--- config.mk ---
export PLATFORM = sky130hd
export DESIGN_NAME = uart_tx_fifo
export DESIGN_NICKNAME = d
export VERILOG_FILES = /design/src/rtl/uart_tx_fifo.sv
export SDC_FILE = /design/constraint.sdc
export NUM_CORES = 1
export LEC_CHECK = 0
export CAP_MARGIN = 20
export CORE_MARGIN = 1
export CORE_UTILIZATION = 44
export DETAILED_ROUTE_END_ITERATION = 16
export PLACE_DENSITY = 0.68
export SLEW_MARGIN = 10
export SYNTH_ARGS = -nofsm -noshare
export SYNTH_HDL_FRONTEND = slang
export SYNTH_SLANG_ARGS = --single-unit
--- constraint.sdc ---
create_clock -name clock -period 4.6 [get_ports clock]
set_input_delay 1.38 -clock clock [delete_from_list [all_inputs] [get_ports clock]]
set_output_delay 1.38 -clock clock [all_outputs]
set_load 0.02 [all_outputs]
--- src/rtl/uart_tx_fifo.sv ---
// UART transmitter with input FIFO, configurable data width, parity and stop bits.
// Queued words are sent back-to-back; serial_out, busy and tx_done are registered.
module uart_tx_fifo #(
  parameter int CLKS_PER_BIT = 20,
  parameter int DATA_BITS    = 8,
  parameter int PARITY       = 0,
  parameter int STOP_BITS    = 1,
  parameter int FIFO_DEPTH   = 16
) (
  input  logic                          clock,
  input  logic                          reset,
  input  logic                          in_valid,
  input  logic [DATA_BITS-1:0]          in_data,
  output logic                          in_ready,
  output logic                          serial_out,
  output logic                          busy,
  output logic                          tx_done,
  output logic [$clog2(FIFO_DEPTH):0]   fifo_count
);

  localparam int AW = $clog2(FIFO_DEPTH);
  localparam int CW = $clog2(CLKS_PER_BIT) + 1;
  localparam int BW = $clog2(DATA_BITS);

  localparam logic [2:0] S_IDLE   = 3'd0;
  localparam logic [2:0] S_START  = 3'd1;
  localparam logic [2:0] S_DATA   = 3'd2;
  localparam logic [2:0] S_PARITY = 3'd3;
  localparam logic [2:0] S_STOP   = 3'd4;

  localparam logic [CW-1:0] BAUD_LAST   = CW'(CLKS_PER_BIT - 1);
  localparam logic [CW-1:0] BAUD_PENULT = CW'(CLKS_PER_BIT - 2);
  localparam logic [BW-1:0] BIT_LAST    = BW'(DATA_BITS - 1);
  localparam logic          STOP_LAST   = 1'(STOP_BITS - 1);
  localparam logic [AW:0]   DEPTH       = (AW + 1)'(FIFO_DEPTH);

  logic [DATA_BITS-1:0] mem [FIFO_DEPTH];
  logic [AW:0]          wr_ptr;
  logic [AW:0]          rd_ptr;
  logic [2:0]           state;
  logic [CW-1:0]        baud_cnt;
  logic [BW-1:0]        bit_idx;
  logic                 stop_idx;
  logic [DATA_BITS-1:0] sh;
  logic [DATA_BITS-1:0] head;
  logic                 par;
  logic                 head_par;
  logic                 full;
  logic                 empty;
  logic                 push;
  logic                 pop;
  logic                 bit_end;
  logic                 frame_end;

  always_comb begin
    full      = (fifo_count == DEPTH);
    empty     = (fifo_count == '0);
    in_ready  = !full && !reset;
    push      = in_valid && in_ready;
    head      = mem[rd_ptr[AW-1:0]];
    head_par  = (PARITY == 1) ? ~^head : ^head;
    bit_end   = (baud_cnt == BAUD_LAST);
    frame_end = (state == S_STOP) && bit_end && (stop_idx == STOP_LAST);
    pop       = !empty && ((state == S_IDLE) || frame_end);
  end

  always_ff @(posedge clock) begin
    if (reset) begin
      wr_ptr     <= '0;
      rd_ptr     <= '0;
      fifo_count <= '0;
    end else begin
      if (push) wr_ptr <= wr_ptr + 1'b1;
      if (pop)  rd_ptr <= rd_ptr + 1'b1;
      if (push && !pop)
        fifo_count <= fifo_count + 1'b1;
      else if (pop && !push)
        fifo_count <= fifo_count - 1'b1;
    end
  end

  always_ff @(posedge clock) begin
    if (push) mem[wr_ptr[AW-1:0]] <= in_data;
  end

  // serial_out is registered, so each transition loads the level of the slot being entered;
  // data bits are taken from sh[0]/sh[1] with sh shifting right instead of indexing by bit_idx.
  always_ff @(posedge clock) begin
    if (reset) begin
      state      <= S_IDLE;
      baud_cnt   <= '0;
      bit_idx    <= '0;
      stop_idx   <= 1'b0;
      sh         <= '0;
      par        <= 1'b0;
      serial_out <= 1'b1;
      busy       <= 1'b0;
      tx_done    <= 1'b0;
    end else begin
      tx_done <= 1'b0;
      case (state)
        S_IDLE: begin
          serial_out <= 1'b1;
          busy       <= 1'b0;
          baud_cnt   <= '0;
          if (pop) begin
            sh         <= head;
            par        <= head_par;
            state      <= S_START;
            serial_out <= 1'b0;
            busy       <= 1'b1;
          end
        end
        S_START: begin
          if (bit_end) begin
            baud_cnt   <= '0;
            bit_idx    <= '0;
            state      <= S_DATA;
            serial_out <= sh[0];
          end else begin
            baud_cnt <= baud_cnt + 1'b1;
          end
        end
        S_DATA: begin
          if (bit_end) begin
            baud_cnt <= '0;
            if (bit_idx == BIT_LAST) begin
              if (PARITY != 0) begin
                state      <= S_PARITY;
                serial_out <= par;
              end else begin
                state      <= S_STOP;
                stop_idx   <= 1'b0;
                serial_out <= 1'b1;
              end
            end else begin
              bit_idx    <= bit_idx + 1'b1;
              serial_out <= sh[1];
              sh         <= sh >> 1;
            end
          end else begin
            baud_cnt <= baud_cnt + 1'b1;
          end
        end
        S_PARITY: begin
          if (bit_end) begin
            baud_cnt   <= '0;
            state      <= S_STOP;
            stop_idx   <= 1'b0;
            serial_out <= 1'b1;
          end else begin
            baud_cnt <= baud_cnt + 1'b1;
          end
        end
        S_STOP: begin
          tx_done <= (stop_idx == STOP_LAST) && (baud_cnt == BAUD_PENULT);
          if (bit_end) begin
            baud_cnt <= '0;
            if (stop_idx != STOP_LAST) begin
              stop_idx <= 1'b1;
            end else if (pop) begin
              sh         <= head;
              par        <= head_par;
              state      <= S_START;
              serial_out <= 1'b0;
            end else begin
              state      <= S_IDLE;
              busy       <= 1'b0;
              serial_out <= 1'b1;
            end
          end else begin
            baud_cnt <= baud_cnt + 1'b1;
          end
        end
        default: begin
          state      <= S_IDLE;
          serial_out <= 1'b1;
          busy       <= 1'b0;
        end
      endcase
    end
  end

endmodule
Yosys cells after proc, flatten, opt, wreduce, memory -nomap -nowiden
Memories as Yosys holds them, arrays and structs flattened. A register that Yosys moved wholly into a read port is not among the register bits.
Cells that the tools add are included.
W data, S select, Z words.
- register bits: 39
- bits in latches: 0
- memory bits (writable): 128
- ROM bits: 0
- bits of input ports: 11
- output and inout port bits: 9
- word-level logic and storage cells: 114
- memories: 1
- $add $sub $neg: 6
- $mul: 0
- divide/modulo/power cells: 0
- $lt $le $gt $ge: 0
- eq/ne operators: 17
- shift operators: 0
- multiplexer cells: 46
- bitwise operators: 3
- reductions and logical operators: 30
- memories (name ; depth ; width ; read ports ; clocked after Yosys merged registers in ; write ports ; RTL line ; text):
    mem ; 16 ; 8 ; 1 ; 1 ; 1 ; 37 ; logic [DATA_BITS-1:0] mem [FIFO_DEPTH];
- operator list (cell ; count):
    $mux W8 ; 5
    $mux W3 ; 10
    $pmux W8 S3 ; 1
    $mux W1 ; 19
    $ne A2 B2 Y1 const B ; 9
    $add A5 B1 Y5 const B ; 3
    $pmux W3 S5 ; 1
    $reduce_and A5 Y1 ; 3
    $eq A6 B5 Y1 const B ; 2
    $pmux W6 S2 ; 1
    $mux W5 ; 2
    $logic_and A1 B1 Y1 ; 8
    $mux W4 ; 2
    $reduce_and A4 Y1 ; 2
    $reduce_and A7 Y1 ; 1
    $add A6 B1 Y6 const B ; 1
    $eq A3 B2 Y1 const B ; 2
    $eq A3 B3 Y1 const B ; 2
    $mux W6 ; 1
    $pmux W1 S3 ; 2
    $pmux W3 S2 ; 1
    $reduce_bool A2 Y1 ; 3
    $reduce_bool A3 Y1 ; 2
    $eq A5 B5 Y1 const B ; 1
    12 further kinds ; 18

Longest topological paths before layout
- word-level depth: 9
- mapped depth: 14
- gate-level depth less buffers: 13

Least setup slack after synthesis
No wires, ideal clock.
- kind: input -> register
- from: input reset
- to: register fifo_count[4]
- arrival time: 3639 ps
- slack: 838 ps
- cell stages on the path: 10
- path buffers: 1
- cell sequence: clkbuf_1 > a211oi_2 > ha_1 > inv_1 > ha_1 > nor2b_1 > o21a_1 > or3_1 > a21oi_1 > mux2_1
- cells in the longest elaborated chain, start to end: 6
- ends and longest elaborated chain (element ; RTL line ; text):
    start: declaration ; 11 ; input logic reset,
    $logic_not A1 Y1 * ; 58 ; in_ready = !full && !reset;
    $logic_and A1 B1 Y1 * ; 58 ;
    $logic_and A1 B1 Y1 * ; 59 ; push = in_valid && in_ready;
    via push ; 50 ; logic push;
    $logic_not A1 Y1 ; 77 ; else if (pop && !push)
    $logic_and A1 B1 Y1 ; 77 ;
    $reduce_bool A2 Y1 (no line) ; -- ;
    end signal: assignment ; 76 ; fifo_count <= fifo_count + 1'b1;
    end signal: assignment ; 78 ; fifo_count <= fifo_count - 1'b1;
    end: declaration ; 18 ; output logic [$clog2(FIFO_DEPTH):0] fifo_count
Mark *: on every way through the listed nets, which the timed path passes. The rest lies on a longest branch.
A chain may end at the register's enable or synchronous reset.

Final worst setup path
- from: input reset
- to: output in_ready
- cells in the longest elaborated chain, start to end: 2
- ends and longest elaborated chain (element ; RTL line ; text):
    $logic_not A1 Y1 ; 58 ;
    $logic_and A1 B1 Y1 ; 58 ;
    end: declaration ; 14 ; output logic in_ready,
Every way passes these cells.

==> reports/results.md <==
## Drt
- wirelength, routed: 12950 µm
- vias after detailed routing: 3847
- first-pass iteration count of the detailed router: 4
- drt initial violations: 283
- drt wl/cell: 18.27 µm
- via-per-instance ratio: 5.426
- residual DRC count: 0
- Routed Antenna Nets: 0

## Timing
- Setup Skew: 0.009330 ns
- fin crit period: 4.029 ns
- achievable frequency: 248.2 MHz
- final count of pins violating max slew: 0
- RSZ-0062 raised after global routing: no
- worst-margin pin slew: 0.9948 ns
- number of failing setup endpoints in the final timing report: 0
- final setup TNS: 0 ns
- Final Hold Violating Endpoints: 0
- crit share post-route: 0.8760
- tightest slew margin relative to the limit: 0.3359

## Synth
- Synth area leader: sky130_fd_sc_hd__edfxtp_1
- mean area per synthesized cell: 15.14 µm²
- distinct cell type count of the synthesized netlist: 57
- yosys synthesis warning count: 0
- fraction of synthesis flops using an asynchronous set or reset pin: 0
- Mapped Area: 0.006979 mm²
- Syn Nets: 486
- count of state elements after synthesis: 168
- post-synthesis sequential area ratio: 0.6655
- Post-Synthesis Cells: 461
- primary flip-flop cell chosen by synthesis mapping: sky130_fd_sc_hd__edfxtp_1
- Post-synth EDFFs: 128
- cells taking the most area after synthesis: sky130_fd_sc_hd__edfxtp_1, sky130_fd_sc_hd__dfxtp_1, sky130_fd_sc_hd__mux4_2
- share of the synthesized area in the top cell type: 0.5507

## CTS
- number of gates resized after cts: 0
- buffer levels on the longest clock path: 2
- insertion delay of the later-clocked pin in the worst-skew pair: 0.42 ns
- CTS hold repair buffers: 0
- clock sink count: 168
- CTS tree: yes
- Post-CTS Setup Repair Bufs: 0
- H-tree lvl count: 4
- Inserted Clock Buffers: 17
- register clock-pin slew on the reported worst setup and hold paths: 0.07 ns
- clock tree root buffer cell: sky130_fd_sc_hd__clkbuf_16

## Power and ir drop
- net switching power: 1146 µW
- clock network fraction of total power: 0.328
- leakage power total: 0.002590 µW
- sequential fraction of design power: 0.450
- maximum vdd ir drop: 0.2979 mV
- power share of the combinational group: 0.222
- total chip power: 4139 µW
- Switching Share: 0.2769
- power per unit of standard cell area: 518.0 mW/mm²
- total internal power: 2993 µW

## Critical path
- Crit path buffers/inverters: 2
- arrival time at the worst endpoint: 2.65 ns
- cells traversed along the worst timing path: clkdlybuf4s50_1 > a21oi_1 > clkdlybuf4s50_1
- data required time of the worst path: 3.22 ns
- CP max stage delay: 0.61 ns
- Worst path most repeated cell: sky130_fd_sc_hd__clkdlybuf4s50_1
- CP Capture Type: output pin
- startpoint-to-endpoint class of the critical path: input pin to output pin
- largest delay contributor family on the critical path: buffers and inverters
- maximum fanout count along the critical path: 3
- cell with the largest stage delay on the worst path: sky130_fd_sc_hd__clkdlybuf4s50_1
- category of the worst setup path launch point: input pin

## Placed design
- number of buffers added on ports: 19
- final weighted congestion in routability-driven placement: 0.7579
- half-perimeter wire length after detailed placement: 8544 µm

## Finish
- final antenna diode count: 0
- highest-count cells in the layout ignoring fill and taps: sky130_fd_sc_hd__edfxtp_1, sky130_fd_sc_hd__nor2_1, sky130_fd_sc_hd__dfxtp_1
- signed area change from the synthesized netlist to the final layout: 14.49%
- layout net count: 511
- most common library cell in the layout ignoring fill and taps: sky130_fd_sc_hd__edfxtp_1
- fraction of layout instances using a drive strength above 1: 0.1707

## Floorplan
- Total Die Area: 0.01637 mm²
- starting density of the core: 0.4557
- std cell rows: 45
- height of the die: 127.9 µm
- DIE WIDTH: 127.9 µm
- Core Footprint: 0.01531 mm²
- total I/O pin count: 20

## Global route
- initial antenna violation count: 0
- GR Overflow Total: 0
- combined global-route utilization of all metal layers: 0.1703
- vias in the first global route: 3972
- global-route wire length before repair: 20700 µm
- maximum number of pins on one net before global-route repair: 32

## Hold path
- kind of path behind the tightest hold check: flip-flop to flip-flop

## Outcome
- status: finished, final reports clean

## Run
- Max-Cap Viols: 0

-- power by group through the flow --
stage | clock [µW] | sequential, µW | combinational [µW]
global route | 1430 | 1880 | 1010
finish | 1360 | 1860 | 918
global placement | 0 | 1920 | 845
CTS | 1380 | 1900 | 872
detailed placement | 0 | 1930 | 866
floorplan | 0 | 1840 | 724
-- worst register-to-register path: cells and delay by family, from the launching register on --
kind | cells | cell delay, ns
simple gates | 4 | 1.43
compound gates | 3 | 0.66
fa+ha+maj | 2 | 0.48
flops | 1 | 0.40
mux | 1 | 0.33
buf+inv | 2 | 0.19
-- synthesized netlist by cell type, types with 7 or more instances --
cell,instances
sky130_fd_sc_hd__nor2_1,44
sky130_fd_sc_hd__a22oi_1,15
sky130_fd_sc_hd__a21oi_1,25
sky130_fd_sc_hd__nor3_1,9
sky130_fd_sc_hd__nand2_1,12
sky130_fd_sc_hd__edfxtp_1,128
sky130_fd_sc_hd__clkbuf_1,15
sky130_fd_sc_hd__ha_1,13
sky130_fd_sc_hd__a211oi_1,7
sky130_fd_sc_hd__mux2i_1,10
sky130_fd_sc_hd__mux4_2,31
sky130_fd_sc_hd__dfxtp_1,40
sky130_fd_sc_hd__inv_1,18
-- stage by stage --
stage / worst slack [ns] / hold WS, ns / cell area (µm²) / instances / utilization
global placement: 0.4393 / 0.4448 / 7402 / 677 / 0.4833
floorplan: 0.8377 / 0.4339 / 6979 / 461 / -
detailed placement: 0.3558 / 0.4582 / 7402 / 677 / 0.4833
CTS: 0.5281 / 0.4679 / 7963 / 708 / 0.5199
finish: 0.5706 / 0.4723 / 7990 / 709 / 0.5217
global route: 0.5155 / 0.4980 / 7990 / 709 / 0.5217
-- layout make-up --
type	instances	area, µm²
fillers	1269	7325
flip-flops and latches	168	4646
multi-input cells	249	2145
clock buffers	19	432.9
repair buffers	32	307.8
well taps	211	264.0
clock inverters	12	127.6
inverters	18	67.56
-- routing by layer --
layer,vias to the layer above,global-route usage,share of wire
li1,1833,-,-
met2,59,0.2852,0.52
met4,0,0.06090,0.0058
met5,-,0,0
met1,1949,0.2135,0.44
met3,6,0.04591,0.033
-- cells by family after synthesis --
family                   Yosys count  share of synthesized area
adder cells (fa/ha/maj)           14                    0.02617
buffers and inverters             44                    0.02725
multiplexers                      42                     0.1160
AO/OA/AOI/OAI                     80                    0.07817
AND/OR/NAND/NOR                  105                    0.07691
flip-flops                       168                     0.6655
XOR/XNOR                           8                    0.01004
-- path summary, 6_finish.rpt --
path / start / to / slack (ns) / cells after the start
max: reset / in_ready / 0.57 / 3
min: sh[3] / sh[3] / 0.47 / 2
max reg2reg: baud_cnt[4] / fifo_count[4] / 0.98 / 12
min reg2reg: sh[3] / sh[3] / 0.47 / 2
-- state kept, by name, summed over array words and instances, names as in the netlist, named ones only --
| register | flops |
|---|---|
| baud_cnt | 6 |
| bit_idx | 3 |
| serial_out | 1 |
| busy | 1 |
| state | 3 |
| fifo_count | 5 |
| tx_done | 1 |
| sh | 8 |
| wr_ptr | 4 |
| rd_ptr | 4 |
| mem | 128 |
No activity file was read; power rests on OpenSTA's default activity.
